**src/rtl/effect_driver_if.sv**
```systemverilog
// Opcode handshake between the opcode sequencer (master) and effect_driver (slave).
interface effect_driver_if;
  logic       op_valid;
  logic [3:0] op_in;
  logic       op_ready;

  modport master (output op_valid, output op_in, input op_ready);
  modport slave  (input op_valid, input op_in, output op_ready);
endinterface

```
**src/rtl/effect_driver.sv**
```systemverilog
// effect_driver: buffers 4-bit decoration opcodes in a small FIFO and executes
// them one at a time, driving lamp, sound and movement outputs.
// Optional build macro EFFECT_COUNT_EN adds an 8-bit saturating effect_count
// output counting the sound/movement effects started while powered.
//
// state    | meaning
// ---------+------------------------------------------------------------
// ST_OFF   | decoration off; only an ON opcode powers up, others discarded
// ST_IDLE  | powered, waiting for the next opcode
// ST_SOUND | sound_out asserted, counting down SOUND_CYCLES
// ST_MOVE  | move_out asserted, counting down MOVE_CYCLES
module effect_driver #(
  parameter int DEPTH        = 4,
  parameter int SOUND_CYCLES = 8,
  parameter int MOVE_CYCLES  = 6,
  parameter int CW           = 8
) (
  input  logic            clk,
  input  logic            rst,
  effect_driver_if.slave  bus,
  output logic            powered,
  output logic [2:0]      color_out,
  output logic [2:0]      sound_out,
  output logic [2:0]      move_out,
  output logic            busy
`ifdef EFFECT_COUNT_EN
  ,
  output logic [7:0]      effect_count
`endif
);

  localparam int AW = $clog2(DEPTH);

  localparam logic [1:0] ST_OFF   = 2'd0;
  localparam logic [1:0] ST_IDLE  = 2'd1;
  localparam logic [1:0] ST_SOUND = 2'd2;
  localparam logic [1:0] ST_MOVE  = 2'd3;

  localparam logic [3:0] OP_ON    = 4'b0000;
  localparam logic [3:0] OP_RESET = 4'b0001;

  localparam logic [AW:0]   PTR_ONE    = 1;
  localparam logic [CW-1:0] CNT_ONE    = 1;
  localparam logic [CW-1:0] SOUND_LOAD = CW'(SOUND_CYCLES - 1);
  localparam logic [CW-1:0] MOVE_LOAD  = CW'(MOVE_CYCLES - 1);

  logic [3:0]    mem [DEPTH];
  logic [AW:0]   wr_ptr;
  logic [AW:0]   rd_ptr;
  logic          full;
  logic          empty;
  logic          push;
  logic          pop;
  logic [3:0]    head;
  logic [1:0]    cls;
  logic [1:0]    sel;
  logic [2:0]    sel_onehot;
  logic [1:0]    state;
  logic [CW-1:0] count;

  // The extra pointer bit distinguishes full from empty when the indices match.
  assign empty        = (wr_ptr == rd_ptr);
  assign full         = (wr_ptr[AW] != rd_ptr[AW]) && (wr_ptr[AW-1:0] == rd_ptr[AW-1:0]);
  assign bus.op_ready = !full;
  assign push         = bus.op_valid && !full;
  assign pop          = !empty && ((state == ST_OFF) || (state == ST_IDLE));
  assign head         = mem[rd_ptr[AW-1:0]];
  assign cls          = head[3:2];
  assign sel          = head[1:0];
  assign busy         = !empty || (state == ST_SOUND) || (state == ST_MOVE);

  // Selector field to one-hot output code; sel=3 is a NO-OP in every class.
  always_comb begin
    sel_onehot = 3'b000;
    case (sel)
      2'd0:    sel_onehot = 3'b001;
      2'd1:    sel_onehot = 3'b010;
      2'd2:    sel_onehot = 3'b100;
      default: sel_onehot = 3'b000;
    endcase
  end

  // FIFO pointers; push and pop in the same cycle both advance.
  always_ff @(posedge clk) begin
    if (rst) begin
      wr_ptr <= '0;
      rd_ptr <= '0;
    end else begin
      if (push) wr_ptr <= wr_ptr + PTR_ONE;
      if (pop)  rd_ptr <= rd_ptr + PTR_ONE;
    end
  end

  // FIFO storage; contents need no reset because the pointers gate every read.
  always_ff @(posedge clk) begin
    if (push) mem[wr_ptr[AW-1:0]] <= bus.op_in;
  end

  // Execution FSM: the popped opcode takes effect on the same edge it leaves the FIFO.
  always_ff @(posedge clk) begin
    if (rst) begin
      state     <= ST_OFF;
      count     <= '0;
      powered   <= 1'b0;
      color_out <= '0;
      sound_out <= '0;
      move_out  <= '0;
    end else begin
      case (state)
        ST_OFF: begin
          if (pop && (head == OP_ON)) begin
            powered <= 1'b1;
            state   <= ST_IDLE;
          end
        end
        ST_IDLE: begin
          if (pop) begin
            if (head == OP_RESET) begin
              powered   <= 1'b0;
              color_out <= '0;
              state     <= ST_OFF;
            end else if (sel_onehot != 3'b000) begin
              case (cls)
                2'b01: color_out <= sel_onehot;
                2'b10: begin
                  sound_out <= sel_onehot;
                  count     <= SOUND_LOAD;
                  state     <= ST_SOUND;
                end
                2'b11: begin
                  move_out <= sel_onehot;
                  count    <= MOVE_LOAD;
                  state    <= ST_MOVE;
                end
                default: ;
              endcase
            end
          end
        end
        ST_SOUND, ST_MOVE: begin
          if (count == '0) begin
            sound_out <= '0;
            move_out  <= '0;
            state     <= ST_IDLE;
          end else begin
            count <= count - CNT_ONE;
          end
        end
        default: state <= ST_OFF;
      endcase
    end
  end

`ifdef EFFECT_COUNT_EN
  // Saturating count of effects started; a popped RESET clears it.
  always_ff @(posedge clk) begin
    if (rst) begin
      effect_count <= '0;
    end else if (pop && (head == OP_RESET)) begin
      effect_count <= '0;
    end else if (pop && (state == ST_IDLE) && cls[1] && (sel_onehot != 3'b000)
                 && (effect_count != 8'hFF)) begin
      effect_count <= effect_count + 8'd1;
    end
  end
`endif

endmodule

```
**src/flat_wrapper.sv**
```systemverilog
// flat-port wrapper written by rule: the top's interface ports become plain ports
module effect_driver_flat 
#(
  parameter int DEPTH        = 4,
  parameter int SOUND_CYCLES = 8,
  parameter int MOVE_CYCLES  = 6,
  parameter int CW           = 8
)
  (clk, rst, powered, color_out, sound_out, move_out, busy, bus_op_valid, bus_op_in, bus_op_ready);
  effect_driver_if bus_i ();
  input  logic clk;
  input  logic rst;
  output logic powered;
  output logic [2:0] color_out;
  output logic [2:0] sound_out;
  output logic [2:0] move_out;
  output logic busy;
  input wire logic [$bits(bus_i.op_valid)-1:0] bus_op_valid;
  input wire logic [$bits(bus_i.op_in)-1:0] bus_op_in;
  output wire logic [$bits(bus_i.op_ready)-1:0] bus_op_ready;
  assign bus_i.op_valid = bus_op_valid;
  assign bus_i.op_in = bus_op_in;
  assign bus_op_ready = bus_i.op_ready;
  effect_driver #(.DEPTH(DEPTH), .SOUND_CYCLES(SOUND_CYCLES), .MOVE_CYCLES(MOVE_CYCLES), .CW(CW)) u_core (.clk(clk), .rst(rst), .bus(bus_i), .powered(powered), .color_out(color_out), .sound_out(sound_out), .move_out(move_out), .busy(busy));
endmodule
```
**config.mk**
```make
export PLATFORM = sky130hd
export DESIGN_NAME = effect_driver_flat
export DESIGN_NICKNAME = d
export VERILOG_FILES = /design/src/rtl/effect_driver_if.sv /design/src/rtl/effect_driver.sv /design/src/flat_wrapper.sv
export SDC_FILE = /design/constraint.sdc
export NUM_CORES = 1
export LEC_CHECK = 0
export ABC_AREA = 0
export CAP_MARGIN = 20
export CORE_MARGIN = 2
export CORE_UTILIZATION = 40
export CTS_CLUSTER_DIAMETER = 50
export DETAILED_ROUTE_END_ITERATION = 7
export GPL_TIMING_DRIVEN = 1
export PLACE_DENSITY = 0.55
export SLEW_MARGIN = 25
export SYNTH_ARGS = -nofsm -noshare
export SYNTH_HDL_FRONTEND = slang
export SYNTH_SLANG_ARGS = --single-unit
```
**constraint.sdc**
```tcl
create_clock -name clk -period 4.2 [get_ports clk]
set_input_delay 0.63 -clock clk [delete_from_list [all_inputs] [get_ports clk]]
set_output_delay 0.63 -clock clk [all_outputs]
set_load 0.1 [all_outputs]
```
==> impl_metrics.json, run 1 <==
{
  "critPathMaxStageDelay_ns": 0.96,
  "crit_arrival_ns": 2.46,
  "wl_um": 3915,
  "maxCapViolCount": 0,
  "clk_latency_ns": 0.30,
  "portBuffers": 18,
  "worst_pin_slew_ns": 0.9681,
  "die-area_mm2": 0.005791,
  "synth-edff-count": 16,
  "drc": 0,
  "cts_tree": "built",
  "yosysUniqueCellTypes": 44,
  "initial_utilization": 0.4098,
  "p_per_area_mw_per_mm2": 583.6,
  "core_area_mm2": 0.005075,
  "fin_worst_skew_ns": 0.008492,
  "cts_sinks": 44,
  "fp.dieW_um": 76.10,
  "die_y_um": 76.10,
  "grt_max_degree": 24,
  "gp_congestion": 0.7676,
  "ant_nets": 0,
  "drt_iter0_drc": 103,
  "critical_path_buf_inv_count": 1,
  "start_kind": "flop",
  "finalHoldViolations": 0,
  "yosysSeqAreaShare": 0.5006,
  "power.switching_w": 0.0005575,
  "place_hpwl_um": 2898,
  "num_antenna_cells": 0,
  "syn_inst": 200,
  "fin_tns_setup_ns": 0,
  "ctsHtreeMaxLevel": 2,
  "synth_area_mm2": 0.002079,
  "final_area_mm2": 0.002430,
  "ys_ff_latch": 44,
  "seqPwrFrac": 0.376,
  "cts_resized": 0,
  "timing.fmax_mhz": 323.4,
  "cp_max_fo": 5,
  "final_common_cell": "dfxtp_1",
  "rsz0062_at_grt": "false",
  "fin_crit_ns": 3.093,
  "post-route-period-util": 0.7363,
  "wire_per_inst_um": 13.64,
  "cts_made_buffers": 5,
  "n_fill_cell": 495,
  "cp.required_ns": 3.57,
  "p_clk_frac": 0.233,
  "p_sw_frac": 0.3931,
  "root_buffer": "clkbuf_8",
  "slew_violations": 0,
  "finalSetupViolations": 0,
  "viasPerCell": 5.150,
  "most-common-layout-cells": "dfxtp_1, nand2_1, nor2_1, clkdlybuf4s50_1, edfxtp_1",
  "ir_drop_mv": 0.2612,
  "dr.pass1.iters": 4,
  "outcome": "completed",
  "hold_class": "reg -> reg",
  "ys_warn_count": 0,
  "cts_buffer_depth": 2,
  "cp_cell_sequence": "xnor2_1 -> and3_1 -> nand2b_1 -> clkdlybuf4s50_1",
  "path_class": "reg -> out",
  "power_frac_comb": 0.391,
  "syn_avg_cell_area_um2": 10.40,
  "grt_pass1_wl_um": 7113,
  "ctsHoldBuffers": 0,
  "critPathSlowestCell": "clkdlybuf4s50_1",
  "dr_total_vias": 1478,
  "synthArstFlopShare": 0,
  "max_slew_margin": 0.3526,
  "ys.flop_type": "dfxtp_1",
  "row_count": 26,
  "io_pins": 19,
  "p_int_w": 0.0008607,
  "area_growth_pct": 16.85,
  "syn_nets": 214,
  "endpoint_kind": "primary output",
  "cpLargestDelayFamily": "buffers and inverters",
  "grt_usage": 0.1541,
  "p_leak_nw": 0.8628,
  "overflow": 0,
  "drive_gt1_frac": 0.06912,
  "whs_ns": 0.4578,
  "post_cts_buffers": 0,
  "dpl_cell_area_mm2": 0.002313,
  "clk_pin_slew_worst_paths_ns": 0.09,
  "first_global_vias": 1530,
  "antenna_found_initial": 0,
  "finalNetCount": 230
}
[cell families (layout without fill, tap and decap cells)]
family | Yosys count | count (layout) | share of synthesized area
compound gates | 32 | 32 | 0.1155
xor+xnor | 8 | 8 | 0.03370
simple gates | 79 | 79 | 0.1919
fa+ha+maj | 7 | 7 | 0.04212
flops | 44 | 44 | 0.5006
mux | 12 | 12 | 0.08364
buf+inv | 18 | 35 | 0.03249
[cells in the mapped netlist (all sizes together) (2+ instances only)]
| library cell | count | area, µm² |
|---|---|---|
| nor3 | 4 | 20.02 |
| o21ai | 7 | 35.03 |
| and3 | 2 | 12.51 |
| nand2b | 3 | 18.77 |
| nand2 | 24 | 90.09 |
| xor2 | 2 | 17.52 |
| or3 | 2 | 12.51 |
| nor2b | 2 | 12.51 |
| clkbuf | 9 | 33.78 |
| nor2 | 18 | 67.56 |
| and2 | 6 | 37.54 |
| mux2i | 8 | 80.08 |
| nand4 | 2 | 12.51 |
| a21oi | 5 | 25.02 |
| nand3 | 5 | 25.02 |
| edfxtp | 16 | 480.5 |
| or4 | 2 | 15.01 |
| mux4 | 4 | 93.84 |
| dfxtp | 28 | 560.5 |
| inv | 9 | 33.78 |
| a31oi | 7 | 43.79 |
| xnor2 | 6 | 52.55 |
| or3b | 2 | 17.52 |
| ha | 7 | 87.58 |
| o211ai | 3 | 22.52 |
[through the flow]
stage | total power, W | worst slack (ns) | utilization | std cells
CTS | 0.001432 | 1.083 | 0.4788 | 287
floorplan | 0.0009817 | 1.906 | - | 200
detailed placement | 0.001102 | 1.424 | 0.4559 | 279
finish | 0.001418 | 1.108 | 0.4788 | 287
global placement | 0.001095 | 1.445 | 0.4559 | 279
global route | 0.001513 | 0.9630 | 0.4788 | 287
[worst register-to-register path, cell delays in order (launching register included)]
cell       delay (ns)
dfxtp_1          0.47
mux4_2           0.67
a32oi_4          0.32
o2bb2ai_2        0.19
or4b_1           0.52
a31oi_1          0.16
[cell type report]
type | instances | area (µm²) | share of cell area
Clock buffer | 5 | 68.82 | 0.02832
Timing Repair Buffer | 18 | 180.2 | 0.07415
Clock inverter | 3 | 47.55 | 0.01957
Sequential cell | 44 | 1041 | 0.4284
Inverter | 9 | 33.78 | 0.01390
Tap cell | 70 | 87.58 | 0.03605
Multi-Input combinational cell | 138 | 970.9 | 0.3996
[power groups by stage]
| stage | combinational (W) | sequential, W | clock, W |
|---|---|---|---|
| 6_report | 0.000555 | 0.000533 | 0.000330 |
| 5_1_grt | 0.000608 | 0.000543 | 0.000361 |
| 4_1_cts | 0.000560 | 0.000535 | 0.000337 |
| 3_5_place_dp | 0.000557 | 0.000545 | 0 |
| 3_3_place_gp | 0.000554 | 0.000541 | 0 |
| 2_1_floorplan | 0.000395 | 0.000586 | 0 |
[path summary, 6_finish.rpt]
check        cells past startpoint  slack [ns]                start                  end
max                              4        1.11     u_core.wr_ptr[0]                 busy
min                              2        0.46  u_core.color_out[1]  u_core.color_out[1]
max reg2reg                      5        1.80                 flop      u_core.count[3]
min reg2reg                      2        0.46  u_core.color_out[1]  u_core.color_out[1]
[layer usage]
layer | wire (µm) | share of wire | track usage
met1 | 1718 | 0.44 | 0.1749
met2 | 2036 | 0.52 | 0.2786
met3 | 105 | 0.027 | 0.04265
met4 | 55 | 0.014 | 0.05273
met5 | 0 | 0 | 0
[sequential cells by signal (all words and copies together), names as in the netlist, named ones only]
signal,flops
u_core.mem,16
u_core.count,8
u_core.color_out,3
u_core.move_out,3
u_core.rd_ptr,3
u_core.sound_out,3
u_core.wr_ptr,3
u_core.state,2
u_core.powered,1
No activity file was read; power rests on OpenSTA's default activity.
==> inputs of run 2 (changes only) <==
Clock period 4.2 ns to 3.07 ns, I/O delays scaled along.
==> run 2 against run 1 <==
Die area unchanged. Routed wire length is 3.7% higher. Final cell count increased by 0.35%. Non-clock buffer count is 1 higher. Clock power grew 35%. Combinational power is 36% higher. Critical path depth up 1. First-iteration DRC count is 17% lower. Total power rose by 36%. Sequential power increased by 37%. Hold slack got worse by 0.0017 ns.
==> impl_metrics.json, run 2 (same netlist as run 1, synthesis figures left out) <==
{
  "p_per_area_mw_per_mm2": 802.3,
  "cp.required_ns": 3.29,
  "largest_reg_flops": 16,
  "post-route-period-util": 0.7582,
  "n_fill_cell": 495,
  "post_cts_buffers": 0,
  "fin_crit_ns": 2.328,
  "cts_sinks": 44,
  "cts_tree": "built",
  "crit_arrival_ns": 2.55,
  "drc": 0,
  "cts_buffer_depth": 2,
  "grt_max_degree": 23,
  "max_slew_margin": 0.5594,
  "drive_gt1_frac": 0.1284,
  "portBuffers": 18,
  "dr.pass1.iters": 6,
  "root_buffer": "clkbuf_8",
  "cp-endpoint": "u_core.count[3]",
  "clk_latency_ns": 0.30,
  "die_y_um": 76.10,
  "ff2ff_setup_slack_ns": 0.74,
  "final_common_cell": "dfxtp_1",
  "rsz0062_at_grt": "false",
  "fin_worst_skew_ns": 0.01168,
  "finalSetupViolations": 0,
  "grt_usage": 0.1459,
  "cp_max_fo": 8,
  "power_frac_comb": 0.392,
  "final_area_mm2": 0.002407,
  "grt_pass1_wl_um": 6865,
  "finalHoldViolations": 0,
  "power_w": 0.001931,
  "fin_util": 0.4744,
  "antenna_found_initial": 0,
  "finalNonFillerCells": 288,
  "core_area_mm2": 0.005075,
  "finalNetCount": 231,
  "slew_violations": 0,
  "viasPerCell": 5.215,
  "clk_pin_slew_worst_paths_ns": 0.09,
  "most-common-layout-cells": "dfxtp_1, nand2_1, nor2_1, edfxtp_1, buf_4",
  "dr_total_vias": 1502,
  "p_sw_frac": 0.3938,
  "cts_resized": 0,
  "initial_utilization": 0.4098,
  "first_global_vias": 1480,
  "endpoint_kind": "flop",
  "ir_drop_mv": 0.3805,
  "start_kind": "flop",
  "path_class": "reg -> reg",
  "power.switching_w": 0.0007606,
  "r2r_cells": 5,
  "p_leak_nw": 0.8886,
  "drt_iter0_drc": 86,
  "area_growth_pct": 15.76,
  "hold_class": "reg -> reg",
  "gp_congestion": 0.8037,
  "die-area_mm2": 0.005791,
  "num_antenna_cells": 0,
  "timing.fmax_mhz": 429.6,
  "cts_made_buffers": 5,
  "wire_per_inst_um": 14.09,
  "fp.dieW_um": 76.10,
  "ant_nets": 0,
  "seqPwrFrac": 0.377,
  "row_count": 26,
  "outcome": "completed",
  "ctsHoldBuffers": 0,
  "rr_endpoint": "u_core.count[3]",
  "fin_tns_setup_ns": 0,
  "dpl_cell_area_mm2": 0.002291,
  "placedCellCount": 280,
  "wl_um": 4059,
  "io_pins": 19,
  "p_int_w": 0.001171,
  "worst_pin_slew_ns": 0.6600,
  "maxCapViolCount": 0,
  "ctsHtreeMaxLevel": 2,
  "place_hpwl_um": 2980,
  "p_clk_frac": 0.231,
  "overflow": 0
}
[run 2: cell count changes in the layout (fill, tap and decap cells not counted)]
cell             delta
buf_4              +13
clkdlybuf4s50_1    -12
[run 2: through the flow]
stage | setup WS (ns) | hold WS [ns]
floorplan | 0.9344 | 0.4410
global placement | 0.8244 | 0.4457
detailed placement | 0.7679 | 0.4474
CTS | 0.7368 | 0.4604
global route | 0.5954 | 0.5060
finish | 0.7422 | 0.4560
[run 2: layout make-up]
type / instances / area (µm²) / share of cell area
Clock buffer: 5 / 68.82 / 0.02859
Clock inverter: 3 / 47.55 / 0.01975
Inverter: 9 / 33.78 / 0.01403
Multi-Input combinational cell: 138 / 970.9 / 0.4033
Sequential cell: 44 / 1041 / 0.4324
Tap cell: 70 / 87.58 / 0.03638
Timing Repair Buffer: 19 / 157.7 / 0.06549
[run 2: worst min path at each step]
stage | start | endpoint | slack [ns] | depth (start not counted)
global route | u_core.move_out[2] | u_core.move_out[2] | 0.51 | 2
CTS | u_core.color_out[1] | u_core.color_out[1] | 0.46 | 2
finish | u_core.color_out[1] | u_core.color_out[1] | 0.46 | 2
floorplan | u_core.count[1] | u_core.count[1] | 0.44 | 2
detailed placement | u_core.color_out[1] | u_core.color_out[1] | 0.45 | 2
global placement | u_core.sound_out[0] | u_core.sound_out[0] | 0.45 | 2
[run 2: worst max-delay path, cell delays in order (launching register included)]
cell       delay (ns)
dfxtp_1          0.45
mux4_2           0.65
a32oi_4          0.30
o2bb2ai_2        0.17
or4b_1           0.51
a31oi_1          0.16
[run 2: power groups by stage]
stage / Combinational (W) / Clock (W) / Sequential, W
after floorplan: 0.000541 / 0 / 0.000802
after global placement: 0.000746 / 0 / 0.000740
after detailed placement: 0.000756 / 0 / 0.000744
after CTS: 0.000761 / 0.000460 / 0.000730
after global routing: 0.000819 / 0.000484 / 0.000739
final: 0.000757 / 0.000446 / 0.000728
[run 2: per-layer routing]
layer,GRT usage,up-vias,part of all wire
met1,0.1757,723,0.44
met5,0,-,0
li1,-,751,-
met3,0.03673,4,0.034
met2,0.2545,24,0.51
met4,0.05091,0,0.0096
